**src/rtl/regfile_sb.sv**
```systemverilog
// regfile_sb: parametrised decode-stage register file with a pending-write scoreboard.
//
// Two combinational read ports, one write port, and one pending bit per register.
// The pending bits mark registers whose long-latency result is still outstanding, and
// they drive the hazard unit through busy1_o/busy2_o.
//
// Special indices:
//   ZERO_IDX reads as 0.
//   PC_IDX   reads as pc_addr0_i.
//   Writes and issues to either index are ignored.
//   T_IDX    stores only the flag (write_data_i == 0), zero-extended.
//
// Optional feature macro REGFILE_BYPASS_EN:
//   Defined   - write-through bypass. A read that hits the register being written this
//               cycle returns the incoming value, and its busy flag then follows only a
//               same-cycle issue to that index.
//   Undefined - reads return the stored value and busy is the registered pending bit.

module regfile_sb #(
    parameter int unsigned DATA_W   = 16,
    parameter int unsigned ADDR_W   = 4,
    parameter int unsigned ZERO_IDX = 0,
    parameter int unsigned PC_IDX   = 15,
    parameter int unsigned T_IDX    = 14,
    parameter int unsigned PEEK_IDX = 3
) (
    input  logic              clk_i,
    input  logic              rst_ni,
    input  logic [ADDR_W-1:0] rs_i,
    input  logic [ADDR_W-1:0] rt_i,
    output logic [DATA_W-1:0] read_data1_o,
    output logic [DATA_W-1:0] read_data2_o,
    output logic              busy1_o,
    output logic              busy2_o,
    input  logic              reg_wre_i,
    input  logic [ADDR_W-1:0] write_reg_i,
    input  logic [DATA_W-1:0] write_data_i,
    input  logic              issue_wre_i,
    input  logic [ADDR_W-1:0] issue_reg_i,
    input  logic              flush_i,
    input  logic [DATA_W-1:0] pc_addr0_i,
    output logic [DATA_W-1:0] reg_peek_o,
    output logic [ADDR_W:0]   pending_cnt_o
);

    localparam int unsigned NREG = 2 ** ADDR_W;

    localparam logic [ADDR_W-1:0] ZeroIdx = ADDR_W'(ZERO_IDX);
    localparam logic [ADDR_W-1:0] PcIdx   = ADDR_W'(PC_IDX);
    localparam logic [ADDR_W-1:0] TIdx    = ADDR_W'(T_IDX);
    localparam logic [ADDR_W-1:0] PeekIdx = ADDR_W'(PEEK_IDX);

    // Architectural state
    logic [DATA_W-1:0] regs_q [NREG];
    logic [DATA_W-1:0] regs_d [NREG];
    logic [NREG-1:0]   pending_q, pending_d;
    logic [ADDR_W:0]   pend_cnt_q, pend_cnt_d;

    // Qualified write / issue requests (special indices filtered out)
    logic              write_ok;
    logic              issue_ok;
    logic [DATA_W-1:0] write_val;

    // True for indices that have no storage semantics (constant zero or PC read-through)
    function automatic logic is_special(input logic [ADDR_W-1:0] idx);
        return (idx == ZeroIdx) || (idx == PcIdx);
    endfunction

    // Read mux shared by both ports
    function automatic logic [DATA_W-1:0] read_sel(
        input logic [ADDR_W-1:0] idx,
        input logic [DATA_W-1:0] stored,
        input logic [DATA_W-1:0] pc,
        input logic              byp_hit,
        input logic [DATA_W-1:0] byp_val
    );
        logic [DATA_W-1:0] val;
        if (idx == ZeroIdx) begin
            val = '0;
        end else if (idx == PcIdx) begin
            val = pc;
        end else if (byp_hit) begin
            val = byp_val;
        end else begin
            val = stored;
        end
        return val;
    endfunction

    // Request qualification and T-register flag formatting
    always_comb begin
        write_ok  = reg_wre_i && !is_special(write_reg_i);
        issue_ok  = issue_wre_i && !is_special(issue_reg_i);
        write_val = write_data_i;
        if (write_reg_i == TIdx) begin
            write_val = {{(DATA_W-1){1'b0}}, (write_data_i == '0)};
        end
    end

    // Next-state register contents: a write lands regardless of flush or issue
    always_comb begin
        regs_d = regs_q;
        if (write_ok) begin
            regs_d[write_reg_i] = write_val;
        end
    end

    // Next-state scoreboard: write clears, issue sets (issue wins), flush clears everything
    always_comb begin
        pending_d = pending_q;
        if (write_ok) begin
            pending_d[write_reg_i] = 1'b0;
        end
        if (issue_ok) begin
            pending_d[issue_reg_i] = 1'b1;
        end
        if (flush_i) begin
            pending_d = '0;
        end
    end

    // Population count of the next pending vector, registered alongside it
    always_comb begin
        pend_cnt_d = '0;
        for (int i = 0; i < NREG; i++) begin
            pend_cnt_d = pend_cnt_d + (ADDR_W+1)'(pending_d[i]);
        end
    end

    // State registers with asynchronous active-low reset
    always_ff @(posedge clk_i or negedge rst_ni) begin
        if (!rst_ni) begin
            for (int i = 0; i < NREG; i++) begin
                regs_q[i] <= '0;
            end
            pending_q  <= '0;
            pend_cnt_q <= '0;
        end else begin
            for (int i = 0; i < NREG; i++) begin
                regs_q[i] <= regs_d[i];
            end
            pending_q  <= pending_d;
            pend_cnt_q <= pend_cnt_d;
        end
    end

`ifdef REGFILE_BYPASS_EN
    logic byp_hit1, byp_hit2;
    logic iss_hit1, iss_hit2;

    // Read ports with write-through bypass; a same-cycle issue keeps the read busy
    always_comb begin
        byp_hit1     = write_ok && (rs_i == write_reg_i);
        byp_hit2     = write_ok && (rt_i == write_reg_i);
        iss_hit1     = issue_ok && (rs_i == issue_reg_i);
        iss_hit2     = issue_ok && (rt_i == issue_reg_i);
        read_data1_o = read_sel(rs_i, regs_q[rs_i], pc_addr0_i, byp_hit1, write_val);
        read_data2_o = read_sel(rt_i, regs_q[rt_i], pc_addr0_i, byp_hit2, write_val);
        busy1_o      = 1'b0;
        busy2_o      = 1'b0;
        if (!is_special(rs_i)) begin
            busy1_o = byp_hit1 ? iss_hit1 : pending_q[rs_i];
        end
        if (!is_special(rt_i)) begin
            busy2_o = byp_hit2 ? iss_hit2 : pending_q[rt_i];
        end
    end
`else
    // Read ports without bypass: stored value and registered pending bit only
    always_comb begin
        read_data1_o = read_sel(rs_i, regs_q[rs_i], pc_addr0_i, 1'b0, write_val);
        read_data2_o = read_sel(rt_i, regs_q[rt_i], pc_addr0_i, 1'b0, write_val);
        busy1_o      = 1'b0;
        busy2_o      = 1'b0;
        if (!is_special(rs_i)) begin
            busy1_o = pending_q[rs_i];
        end
        if (!is_special(rt_i)) begin
            busy2_o = pending_q[rt_i];
        end
    end
`endif

    // Debug and status outputs straight from state
    always_comb begin
        reg_peek_o    = regs_q[PeekIdx];
        pending_cnt_o = pend_cnt_q;
    end

    // The registered count must always agree with the pending vector
    a_cnt_consistent : assert property (@(posedge clk_i) disable iff (!rst_ni)
        pend_cnt_q == (ADDR_W+1)'($countones(pending_q)));

    // Special indices never become pending
    a_special_idle : assert property (@(posedge clk_i) disable iff (!rst_ni)
        !pending_q[ZeroIdx] && !pending_q[PcIdx]);

endmodule

```
**config.mk**
```make
export PLATFORM = sky130hd
export DESIGN_NAME = regfile_sb
export DESIGN_NICKNAME = d
export VERILOG_FILES = /design/src/rtl/regfile_sb.sv
export SDC_FILE = /design/constraint.sdc
export NUM_CORES = 1
export LEC_CHECK = 0
export BUFFER_PORTS_ARGS = -buffer_cell sky130_fd_sc_hd__buf_2
export CAP_MARGIN = 15
export CORE_AREA = 2 2 205 207
export DETAILED_ROUTE_END_ITERATION = 6
export DIE_AREA = 0 0 207 209
export PLACE_DENSITY_LB_ADDON = 0.12
export SLEW_MARGIN = 40
export SYNTH_ARGS = -nofsm -noshare
export SYNTH_HDL_FRONTEND = slang
export SYNTH_SLANG_ARGS = --single-unit
```
**constraint.sdc**
```tcl
create_clock -name clk_i -period 7.81 [get_ports clk_i]
set_input_delay 1.9525 -clock clk_i [delete_from_list [all_inputs] [get_ports clk_i]]
set_output_delay 1.9525 -clock clk_i [all_outputs]
set_load 0.02 [all_outputs]
```
==> results.md <==
- Status: completed
- Root buf cell: clkbuf_16
- Register area: slightly below 7000 sq um
- Power Density: approximately 250 nW/um^2
- CTS max path bufs: 3
- Worst Path Required: 5.86 ns
- Reg2reg setup slack: 3.98 ns
- Post-DP HPWL: 31,000 um
- # hold bufs at CTS: 0
- Routed length per instance: approximately 25 um
- Final Hold Fails: 0
- Synth top area share: between 40 and 50%
- Worst Hold Class: register to register
- Clock-pin slew on the worst setup and hold paths: 0.06 ns
- CP Class: primary input to output port
- N_diodes: 0
- Fin nets: between 1k and 1.5k
- CP max-delay cell: nand2b_1
- Clk sinks: between 200 and 300
- Final setup viols: 0
- RSZ-0062 raised after global routing: false
- Number of synthesized register bits: 270
- Die area: between 40,000 and 50,000 sq um
- Share of cells above drive strength 1: 20.4%
- Worst-path maximum fanout: 31
- Synth Net Count: 1,474
- Post-route setup TNS: 0 ns
- RR Endpoint: pending_cnt_o[4]
- Crit share post-route: between 80% and 90%
- Residual DRC count: 0
- Max VDD drop: approximately 150 uV
- Clock skew: roughly 0.012 ns
- Global-route wire length before repair: roughly 75,000 um
- Drt first pass iters: 5
- TritonCTS buffer count: 31
- Crit-path cells: buf_4 > nand2b_1 > o22a_1 > mux4_2 > o21a_1 > buf_2
- CTS tree: done
- Post-route antenna net violation count: 0
- DR vias: approximately 11k
- Seq/Total Area, Yosys: approximately 46%
- Yosys cell types: 54
- Synthesized cell area: 14,600 sq um
- Post-cts resize count: 0
- Yosys warns: 0
- Maxcap violations: 0
- Placeable core area: 41,300 sq um
- Initial antenna violation count: 1
- Die X: just over 200 um
- CP Data Arrival Time: approximately 4.3 ns
- Largest stage delay on the critical path: a little over 0.6 ns
- Crit path time final: roughly 6.3 ns
- Port bufs: around 110
- Worst rel slew slack: around 45%
- Die height: around 210 um
- Starting Density: between 30% and 40%
- Util after Layout: around 40%
- Max Slew Vio Count: 0
- Most frequent cell after synthesis: dfrtp_1
- Clock latency on the worst-skew pair: between 0.5 and 0.6 ns
- Placer congestion estimate: just under 0.8
- Startpoint types: primary input
- H-tree depth: 1
- Cell taking the most area after synthesis: dfrtp_1
- Vias in the first global route: 11.1k
- R2R depth: 13
- Area contributors post-synth: dfrtp_1 (46%), mux4_2 (12%), o21ai_0 (8.4%), nand2_1 (6.3%), mux2i_1 (3.9%)
- CP Capture Type: output port
- Tot Pwr: about 4 mW
- # Post-CTS Setup Buffers: 0
- Filler Cell Count: 4,067
- Via/cell ratio: ~5.5
- RR Startpoint: pending_q[13]
- LEAKAGE: roughly 7.4 nW
- CP startpoint: rs_i[0]
- Main synth FF type: dfrtp_1
- Number of synthesized flops with an enable pin: 0
- Largest net degree at the start of global routing: 96
- Final WL: ~50,000 um
- GR Util All Layers: 22.8%
- Fraction of synthesis flops using an asynchronous set or reset pin: 100%
- Layout area overhead: 11.5%
- FP Rows: 75
- Mean area per synthesized cell: 10.4 sq um
- Top post-synthesis cells by count: dfrtp_1 (270), nand2_1 (247), o21ai_0 (245), clkbuf_1 (100), mux4_2 (79)
- Gr ovfl total: 0
- I/O pins: roughly 110
- Crit path to: read_data1_o[3]
- Syn Inst Count: between 1k and 1.5k
- F_max: 160 MHz
- Worst slew pin tran: between 0.8 and 0.9 ns
- Area of the multi-input gates: 7060 sq um
- Initial drt markers: about 820
## per-layer routing
layer	track usage, %	up-vias	share of wire (%)
met5	0	-	0
met4	6.80	0	2.7
met2	36.8	273	47
met1	31.9	5496	45
met3	3.50	73	4.6
li1	-	5047	-
## flip-flops by register name (all words and copies together) (netlist names)
register / flops
pending_cnt_o: 5
pending_q: 16
reg_peek_o: 16
regs_q: 233
## cell families after synthesis
family,after synthesis,synth area share (%)
buffers and inverters,176,5.83
and+or+nand+nor,365,11.0
adders and majority gates,15,1.79
DFF,270,46.1
AOI/OAI and AO/OA,410,16.3
muxes,168,18.8
xor gates and xnor gates,2,0.120
## placed cells by master, fill, tap and decap left out, types with 10 or more instances in the layout
master,netlist,routed
dfrtp_1,270,270
nand2_1,247,246
o21ai_0,245,245
buf_2,24,100
mux4_2,79,79
mux2i_1,57,57
a21oi_1,46,46
clkbuf_16,0,31
nor2b_1,32,30
mux2_2,29,29
buf_4,27,28
nor2_1,22,22
o22ai_1,18,18
inv_1,15,15
nand2b_1,14,14
a21o_1,13,13
a22oi_1,12,12
nand3_1,11,11
o21a_1,11,11
o22a_1,10,10
fa_1,10,10
clkbuf_1,100,10
## through the flow
| step | hold WS, ns | cell area [sq um] | setup slack [ns] | instances |
|---|---|---|---|---|
| after floorplan | 0.424 | 14600 | 2.25 | 1406 |
| after global placement | 0.361 | 15300 | 1.42 | 1915 |
| after detailed placement | 0.363 | 15400 | 1.52 | 1919 |
| after CTS | 0.377 | 16300 | 1.53 | 1970 |
| after global routing | 0.381 | 16300 | 1.44 | 1970 |
| final | 0.371 | 16300 | 1.55 | 1970 |
## cell type report
type,instances,share of cell area (%)
Timing Repair Buffer,135,5.22
Clock inverter,5,0.352
Tap cell,539,4.13
Inverter,15,0.345
Sequential cell,270,41.4
Clock buffer,46,5.40
Multi-Input combinational cell,960,43.2
## critical path, delay by kind of cell
family	cells	cell delay, ns
buffers and inverters	2	0.63
AO/OA/AOI/OAI	2	0.59
AND/OR/NAND/NOR	1	0.61
multiplexers	1	0.49
## power by group
group | total, mW | leakage, nW | switching, mW | internal [mW]
Combinational | 0.817 | 3.37 | 0.454 | 0.363
Clock | 1.39 | 0.461 | 0.588 | 0.803
Sequential | 1.81 | 3.52 | 0.185 | 1.62
## worst min-delay path by stage
stage,cells after the start,endpoint,start
after floorplan,1,regs_q[0],regs_q[0]
after global placement,0,regs_q[247],regs_q[247]
after detailed placement,0,regs_q[13],regs_q[13]
after CTS,0,regs_q[13],regs_q[13]
after global routing,0,regs_q[13],regs_q[13]
final,0,regs_q[254],regs_q[254]
Power figures use the tool's default switching activity.
